<file path="src/rtl/jt49_bus_sched_pkg.sv">
// Shared definitions for the jt49 PSG bus scheduler.
//   - Bus phase codes driven on {bdir,bc1}
//   - FSM state encoding
//   - Latched access payload
//   - Helper that maps a state to its bus phase code
package jt49_bus_sched_pkg;

    localparam int unsigned CNT_W  = 4;
    localparam int unsigned ADDR_W = 4;
    localparam int unsigned DATA_W = 8;

    localparam logic [1:0] BUS_INACT = 2'b00;
    localparam logic [1:0] BUS_READ  = 2'b01;
    localparam logic [1:0] BUS_WRITE = 2'b10;
    localparam logic [1:0] BUS_ADDR  = 2'b11;

    typedef enum logic [2:0] {
        ST_IDLE = 3'd0,
        ST_ADDR = 3'd1,
        ST_GAP1 = 3'd2,
        ST_DATA = 3'd3,
        ST_GAP2 = 3'd4
    } state_e;

    // One accepted register access.
    typedef struct packed {
        logic              we;
        logic [ADDR_W-1:0] addr;
        logic [DATA_W-1:0] data;
    } acc_t;

    // Bus phase code shown while the FSM sits in a given state.
    function automatic logic [1:0] phase_code(input state_e st, input logic we);
        logic [1:0] code;
        code = BUS_INACT;
        case (st)
            ST_ADDR: code = BUS_ADDR;
            ST_DATA: code = we ? BUS_WRITE : BUS_READ;
            default: code = BUS_INACT;
        endcase
        return code;
    endfunction

endpackage

</file>
<file path="src/rtl/jt49_rr_arb2.sv">
// Two-input round-robin arbiter.
// Ports:
//   clk, rst  - clock, synchronous active-high reset (pointer favours port 0)
//   req[1:0]  - request lines
//   adv       - a grant was taken this cycle; pointer moves past the winner
//   gnt[1:0]  - one-hot grant (zero when no request), combinational
//   gidx      - index of the winning port, combinational
module jt49_rr_arb2 (
    input  logic       clk,
    input  logic       rst,
    input  logic [1:0] req,
    input  logic       adv,
    output logic [1:0] gnt,
    output logic       gidx
);

    logic ptr;

    // A lone requester always wins; on contention the pointer decides.
    always_comb begin
        gidx = ptr;
        if (req == 2'b01) begin
            gidx = 1'b0;
        end else if (req == 2'b10) begin
            gidx = 1'b1;
        end
        gnt = {gidx, ~gidx} & {2{|req}};
    end

    // Pointer register: after each grant the other port is favoured.
    always_ff @(posedge clk) begin
        if (rst) begin
            ptr <= 1'b0;
        end else if (adv) begin
            ptr <= ~gidx;
        end
    end

endmodule

</file>
<file path="src/rtl/jt49_bus_sched.sv">
// Register-access sequencer for the jt49 PSG BDIR/BC1/DA bus wrapper.
// Two requesters (port 0 CPU, port 1 replay engine) share the PSG through a
// round-robin arbiter. Each access runs ADDR(HOLD) -> GAP1 -> DATA(HOLD) ->
// GAP2 and reads return the PSG byte tagged with the issuing port.
// Ports:
//   clk, rst            - clock, synchronous active-high reset
//   req_valid/req_ready - per-port handshake; req_ready pulses in the accept
//                         cycle and is decoded from IDLE + arbiter grant
//   req_we/addr/data    - per-port access fields, sampled on accept
//   rvalid/rid/rdata    - read completion pulse, port tag, held read byte
//   busy                - FSM not idle
//   bdir/bc1/bus_dout   - to jt49_bus; bus_din - from jt49_bus dout
module jt49_bus_sched
    import jt49_bus_sched_pkg::*;
#(
    parameter int unsigned HOLD = 2
) (
    input  logic        clk,
    input  logic        rst,
    input  logic [1:0]  req_valid,
    output logic [1:0]  req_ready,
    input  logic [1:0]  req_we,
    input  logic [7:0]  req_addr,
    input  logic [15:0] req_data,
    output logic        rvalid,
    output logic        rid,
    output logic [7:0]  rdata,
    output logic        busy,
    output logic        bdir,
    output logic        bc1,
    output logic [7:0]  bus_dout,
    input  logic [7:0]  bus_din
);

    localparam logic [CNT_W-1:0] HOLD_LD = CNT_W'(HOLD - 1);

    state_e           state, state_n;
    logic [CNT_W-1:0] cnt, cnt_n;
    acc_t             lat, lat_n;
    logic             lat_g, lat_g_n;

    logic [1:0]       arb_req;
    logic [1:0]       gnt;
    logic             gidx;
    logic             accept;
    acc_t             req_sel;

    logic             bdir_n, bc1_n;
    logic [7:0]       bus_dout_n;
    logic             rvalid_n, rid_n, busy_n;
    logic [7:0]       rdata_n;

    // Requests are only visible to the arbiter while idle and out of reset.
    assign arb_req   = req_valid & {2{(state == ST_IDLE) && !rst}};
    assign accept    = |gnt;
    assign req_ready = gnt;

    jt49_rr_arb2 u_arb (
        .clk  (clk),
        .rst  (rst),
        .req  (arb_req),
        .adv  (accept),
        .gnt  (gnt),
        .gidx (gidx)
    );

    // Fields of the winning port.
    always_comb begin
        req_sel = '0;
        if (gidx) begin
            req_sel.we   = req_we[1];
            req_sel.addr = req_addr[7:4];
            req_sel.data = req_data[15:8];
        end else begin
            req_sel.we   = req_we[0];
            req_sel.addr = req_addr[3:0];
            req_sel.data = req_data[7:0];
        end
    end

    // Next-state and next-output logic; outputs are registered from these.
    always_comb begin
        state_n    = state;
        cnt_n      = cnt;
        lat_n      = lat;
        lat_g_n    = lat_g;
        bus_dout_n = bus_dout;
        rdata_n    = rdata;
        rid_n      = rid;
        rvalid_n   = 1'b0;

        case (state)
            ST_IDLE: begin
                if (accept) begin
                    state_n    = ST_ADDR;
                    cnt_n      = HOLD_LD;
                    lat_n      = req_sel;
                    lat_g_n    = gidx;
                    // Upper nibble forced to zero keeps jt49_bus addr_ok set.
                    bus_dout_n = {4'h0, req_sel.addr};
                end
            end
            ST_ADDR: begin
                if (cnt == '0) begin
                    state_n = ST_GAP1;
                end else begin
                    cnt_n = cnt - CNT_W'(1);
                end
            end
            ST_GAP1: begin
                state_n = ST_DATA;
                cnt_n   = HOLD_LD;
                if (lat.we) begin
                    bus_dout_n = lat.data;
                end
            end
            ST_DATA: begin
                if (cnt == '0) begin
                    state_n = ST_GAP2;
                    // Last DATA cycle: jt49_bus dout has passed its cs_n register.
                    if (!lat.we) begin
                        rdata_n  = bus_din;
                        rid_n    = lat_g;
                        rvalid_n = 1'b1;
                    end
                end else begin
                    cnt_n = cnt - CNT_W'(1);
                end
            end
            ST_GAP2: begin
                state_n = ST_IDLE;
            end
            default: begin
                state_n = ST_IDLE;
            end
        endcase

        {bdir_n, bc1_n} = phase_code(state_n, lat_n.we);
        busy_n          = (state_n != ST_IDLE);
    end

    // State, latches and registered outputs.
    always_ff @(posedge clk) begin
        if (rst) begin
            state    <= ST_IDLE;
            cnt      <= '0;
            lat      <= '0;
            lat_g    <= 1'b0;
            bdir     <= 1'b0;
            bc1      <= 1'b0;
            bus_dout <= '0;
            rvalid   <= 1'b0;
            rid      <= 1'b0;
            rdata    <= '0;
            busy     <= 1'b0;
        end else begin
            state    <= state_n;
            cnt      <= cnt_n;
            lat      <= lat_n;
            lat_g    <= lat_g_n;
            bdir     <= bdir_n;
            bc1      <= bc1_n;
            bus_dout <= bus_dout_n;
            rvalid   <= rvalid_n;
            rid      <= rid_n;
            rdata    <= rdata_n;
            busy     <= busy_n;
        end
    end

    // Simulation checks on parameter range and handshake sanity.
    always @(posedge clk) begin
        if (!rst) begin
            assert (HOLD >= 32'd1 && HOLD <= 32'd15)
                else $error("jt49_bus_sched: HOLD=%0d outside 1..15", HOLD);
            assert (!(accept && !req_sel.we && (HOLD < 32'd2)))
                else $error("jt49_bus_sched: read accepted with HOLD<2");
            assert (!(rvalid && req_ready[rid]))
                else $error("jt49_bus_sched: req_ready and rvalid on same port");
        end
    end

endmodule
</file>
<file path="config.mk">
export PLATFORM = sky130hd
export DESIGN_NAME = jt49_bus_sched
export DESIGN_NICKNAME = d
export VERILOG_FILES = /design/src/rtl/jt49_bus_sched_pkg.sv /design/src/rtl/jt49_rr_arb2.sv /design/src/rtl/jt49_bus_sched.sv
export SDC_FILE = /design/constraint.sdc
export NUM_CORES = 1
export LEC_CHECK = 0
export BUFFER_PORTS_ARGS = -buffer_cell sky130_fd_sc_hd__buf_2
export CAP_MARGIN = 20
export CORE_MARGIN = 1.5
export CORE_UTILIZATION = 51
export DETAILED_ROUTE_END_ITERATION = 7
export PLACE_DENSITY = 0.88
export SYNTH_ARGS = -nofsm -noshare
export SYNTH_HDL_FRONTEND = slang
export SYNTH_SLANG_ARGS = --single-unit
</file>
<file path="constraint.sdc">
create_clock -name clk -period 2.1 [get_ports clk]
set_clock_uncertainty 0.2 [all_clocks]
set_input_delay 0.315 -clock clk [delete_from_list [all_inputs] [get_ports clk]]
set_output_delay 0.315 -clock clk [all_outputs]
set_load 0.03 [all_outputs]
</file>
======== Word-level counts from Yosys, hierarchy flattened ========
Cells that the tools add are included.
operators by class
  equal/unequal tests ..................... 10
  bitwise operators ....................... 6
  $add $sub $neg .......................... 1
  reduce and logical (&&, ||, !) cells .... 15
  multiplexer cells ....................... 18
operators with widths
  operator                                                             count
  13-bit two-way mux                                                   3
  8-bit two-way mux                                                    2
  8-bit one-hot mux with 2 select lines                                1
  3-bit one-hot mux with 4 select lines                                1
  4-bit one-hot mux with 3 select lines                                1
  3-bit by 2-bit == test with 1-bit output (second input constant)     3
  3-bit two-way mux                                                    3
  3-bit AND reduction                                                  3
  4-bit two-way mux                                                    2
  3-bit by 1-bit == test with 1-bit output (second input constant)     2
  2-bit != test (second input constant)                                3
  3-bit nonzero test                                                   2
  2-bit OR reduction                                                   3
  2-bit AND                                                            2
  4-bit zero test                                                      1
  1-bit NOT                                                            4
  2-bit one-hot mux with 2 select lines                                1
  4-bit by 1-bit subtractor with 4-bit output (second input constant)  1
  3-bit zero test                                                      1
  1-bit two-way mux                                                    3
  3-bit OR reduction                                                   1
  2-bit by 1-bit == test with 1-bit output (second input constant)     1
  2-bit == test (second input constant)                                1
  2-bit two-way mux                                                    1
  other kinds (4)                                                      4
word-level totals
  register bits after elaboration ......... 43
  logic and storage cells ................. 64

======== Longest topological paths before layout ========
  word-level depth ........................ 13
  mapped depth ............................ 8
  gate-level depth less buffers ........... 6

======== By module ========
From an unflattened synthesis, not the netlist that was laid out.
unflattened totals
  cells, all modules ...................... 177
  area, all modules ....................... 1,815.5 µm²
modules (own cells, without submodules)
  module          cells each  area each (µm²)  instances
  jt49_bus_sched  167         1,745.4          1
  jt49_rr_arb2    10          70.1             1

======== Worst setup path after synthesis ========
OpenSTA, ideal clock, no wires.
  path type ............................... reg2reg
  from .................................... register state[2]
  to ...................................... register bus_dout[0]
  cell stages (with the launch flop) ...... 7
  data arrival time ....................... 1,592 ps
  setup slack ............................. 188 ps
  period minus slack after synthesis ...... 1,912 ps
  required time ........................... 1,780 ps
  cells stage by stage .................... dfxtp_1 -> buf_6 -> or4_1 -> buf_2 -> o311a_1 -> nor3_2 -> o21ai_1
between the ends
  word-level cells in the longest chain between the ends .. 11
  elaborated cells on any way between the ends .. 19
  classes of those cells .................. 5 x eq/ne; 5 x mux; 3 x bitwise; 6 x reduce/logical
ends and longest elaborated chain
  element                               RTL line                                    RTL
  start: declaration                    jt49_bus_sched.sv:37                        state_e state, state_n;
  start signal: assignment              jt49_bus_sched.sv:157                       state <= state_n;
  3-bit zero test                       jt49_bus_sched.sv:54, jt49_bus_sched.sv:92
  1-bit logical AND                     jt49_bus_sched.sv:54                        assign arb_req = req_valid & {2{(state == ST_IDLE) && !rst}};
  2-bit AND                             jt49_bus_sched.sv:54
  2-bit == test                         jt49_rr_arb2.sv:24                          end else if (req == 2'b10) begin
  1-bit two-way mux                     jt49_rr_arb2.sv:24
  1-bit two-way mux                     jt49_rr_arb2.sv:22                          if (req == 2'b01) begin
  1-bit NOT                             jt49_rr_arb2.sv:27                          gnt = {gidx, ~gidx} & {2{|req}};
  2-bit AND                             jt49_rr_arb2.sv:27
  2-bit OR reduction                    jt49_bus_sched.sv:55                        assign accept = |gnt;
  2-bit != test (no source line)        n/a
  3-bit AND reduction (no source line)  n/a
  end signal: assignment                jt49_bus_sched.sv:163                       bus_dout <= bus_dout_n;
  end: declaration                      jt49_bus_sched.sv:31                        output logic [7:0] bus_dout,
Parallel ways exist; a longest one is shown, timed or not. The select of a mux whose other input is x is not followed.
A chain may end at the register's enable or synchronous reset.

======== Worst setup path in the final report ========
  from .................................... register state[1]
  to ...................................... output req_ready[0]
between the ends
  word-level cells in the longest chain between the ends .. 8
  elaborated cells on any way between the ends .. 10
  classes of those cells .................. 2 x eq/ne; 2 x mux; 3 x bitwise; 3 x reduce/logical
ends and longest elaborated chain
  element              RTL line              RTL
  3-bit zero test *    jt49_bus_sched.sv:54
  1-bit logical AND *  jt49_bus_sched.sv:54
  2-bit AND *          jt49_bus_sched.sv:54
  2-bit == test        jt49_rr_arb2.sv:24
  1-bit two-way mux    jt49_rr_arb2.sv:24
  1-bit two-way mux    jt49_rr_arb2.sv:22
  1-bit NOT            jt49_rr_arb2.sv:27
  2-bit AND *          jt49_rr_arb2.sv:27
  end: declaration     jt49_bus_sched.sv:21  output logic [1:0] req_ready,
Mark *: on every way between the ends. The rest lies on a longest branch, timed or not.

==> metrics.cfg <==
[final_layout]
diodes = 0
final_cells = 336
drive_above_1_share_pct = 34.7
area_delta_synth_final_pct = 28.1
layout.nets = 326

[setup_path]
slowest_stage = dfxtp_4
crit_path_end_kind = output pin
crit_chain = buf_6 -> nor4_4 -> buf_4 -> and3_4 -> buf_6
worst-endpoint-arrival_ns = 1.62
reg2regPathDepth = 8
cp_common_cell = buf_6
cp-start-kind = flip-flop
required_ns = 1.58
critPathMaxStageDelay_ns = 0.37
cp_max_fo = 6
criticalPathCategory = flip-flop to output pin

[status]
status = complete, but fails checks
failed_checks = negative setup slack

[yosys]
synth_edf_count = 0
synth_fp_nets = 260
synthFlopType = dfxtp_1
synth_warnings = 0
syn_area_per_cell_um2 = 8.91
synth_seq_area_share_pct = 39.6
synth_area_leader_cell = dfxtp_1
synthArstFlopShare_pct = 0
netlist_area_mm2 = 0.00197
synth_top_area_share_pct = 39.6
synth_most_common_cell = dfxtp_1
synth_area_leaders = dfxtp_1, mux2i_1, a21oi_1
ys_types = 41
ys_ff_latch = 39
synth_common_cells = dfxtp_1, a21oi_1, mux2i_1, nand2_1, nor2_1
synthCells = 221

[clock_network]
clk_pin_slew_ns = 0.08
cts_sinks = 39
cts-root-buf = clkbuf_8
clockBufferDepth = 2
cts_tree = built
hold_buffers = 0
numCtsBuffers = 5
clk_latency_ns = 0.29
htree_levels = 2

[global_routing]
grt_max_degree = 43
track_usage_pct = 22.4
grt_pass1_vias = 1660
grt_pass1_wl_um = 7320
antenna_found_initial = 0
grt_overflow = 0

[sta]
grt_setup_unrepaired = yes
relSlewSlack_pct = 71.5
timing_hold_violations_final = 0
drv_slew = 0
fmax_mhz = 468
min_period_ns = 2.14
tightest_slew_ns = 0.425
setup_slack_ns = -0.0369
min_period_over_period_pct = 102
setup_viol = 2

[pwr]
p_per_area_mw_per_mm2 = 1220
ir_worst_vdd_mv = 0.693
leakage_nw = 1.16

[detailed_routing]
vias = 1864
wl_per_cell_um = 13.9
drc = 0
dr.pass1.iters = 4
drtAntennaViolNets = 0
drtIter0Drc = 93
wirelength_um = 4680
vias_per_cell = 5.55

[job]
drv_cap = 0

[floorplan]
pin_count = 61
core_region_area_mm2 = 0.00369
die_w_um = 65.1
design.die.area_mm2 = 0.00424
start_util_pct = 53.4
die_h_um = 65.1
rows = 22

[placement]
dp_hpwl_um = 3130
pre_cts_slack_ns = 0.108
gp_congestion = 0.808
portBuffers = 60
dp.cells = 322

[hold_path]
hold_depth = 3
hold_path.class = input pin to flip-flop

-- layout by cell type, fill, tap and decap left out, types with 3 or more instances in the layout --
master    count
buf_2        58
dfxtp_1      38
a21oi_1      19
buf_4        18
nand2_1      17
mux2i_1      17
nor2_1       15
nor3b_1       8
a22oi_1       7
nand2b_1      6
nand3b_1      6
clkbuf_8      6
nand3_1       5
nor2b_1       5
inv_1         4
nor3_1        4
o311a_1       4
and3b_1       4
a311o_1       4
nor3_2        4
o21ai_1       4
a211oi_1      4
or3_1         3
o21ai_0       3
o22ai_1       3
buf_6         3
-- critical path: cells and delay by family, from the launching register on --
family / cells / cell delay, ns
AND/OR/NAND/NOR: 2 / 0.53
flip-flops: 1 / 0.37
buffers and inverters: 3 / 0.42
-- timing repair --
action                                  4_1_cts  5_1_grt
endpoints found under the setup margin        2       24
pin swaps                                     1        1
setup buffers                                 3        4
resized for setup                             3        7
-- power by group --
group / total (mW) / internal [mW] / switching [mW]
logic: 1.39 / 0.640 / 0.755
registers: 1.04 / 0.918 / 0.126
clock network: 0.645 / 0.384 / 0.261
-- layer usage --
layer / global-route usage (%) / routed length (um) / share of wire (%) / vias up
li1: - / - / - / 926
met1: 27.3 / 2060 / 44 / 868
met2: 38.4 / 2330 / 50 / 59
met3: 4.97 / 191 / 4.1 / 11
met4: 8.85 / 97 / 2.1 / 0
met5: 0 / 0 / 0 / -
-- metrics by stage --
stage	hold WS, ns	power [mW]	utilization (%)	TNS [ns]	cell area, um2
4_1_cts	0.0592	2.98	67.1	0	2480
5_1_grt	0.0613	3.25	68.4	-0.156	2520
3_3_place_gp	0.236	2.26	63.1	0	2330
6_report	0.0512	3.08	68.4	-0.0701	2520
3_5_place_dp	0.244	2.29	63.1	0	2330
2_1_floorplan	0.227	1.95	-	0	1970
-- sequential cells by signal (all words and copies together), names as in the netlist, 3 cells and up --
register,flops
bus_dout,8
rdata,8
cnt,4
lat,9
state,3
-- kinds of logic (layout without fill, tap and decap cells) --
family / after synthesis / in the layout / synth area share [%]
fa+ha+maj: 1 / 1 / 0.635
xor+xnor: 1 / 1 / 0.445
simple gates: 85 / 85 / 25.9
flops: 39 / 39 / 39.6
compound gates: 54 / 54 / 18.8
buf+inv: 24 / 91 / 5.91
mux: 17 / 17 / 8.64
-- area by class of cell --
| type | instances | area [um2] |
|---|---|---|
| Fill cell | 300 | 1170 |
| Multi-Input combinational cell | 158 | 1090 |
| Sequential cell | 39 | 785 |
| Timing Repair Buffer | 79 | 459 |
| Clock buffer | 6 | 82.6 |
| Tap cell | 48 | 60.1 |
| Clock inverter | 2 | 35.0 |
| Inverter | 4 | 15.0 |
-- path summary, 6_finish.rpt --
check / slack, ns / start / end
worst min register to register: 0.25 / lat[0] / lat[0]
worst max-delay path: -0.04 / state[1] / req_ready[0]
worst max register to register: 0.07 / state[1] / cnt[3]
worst min-delay path: 0.05 / bus_din[1] / rdata[1]
No activity file was read; power rests on OpenSTA's default activity.
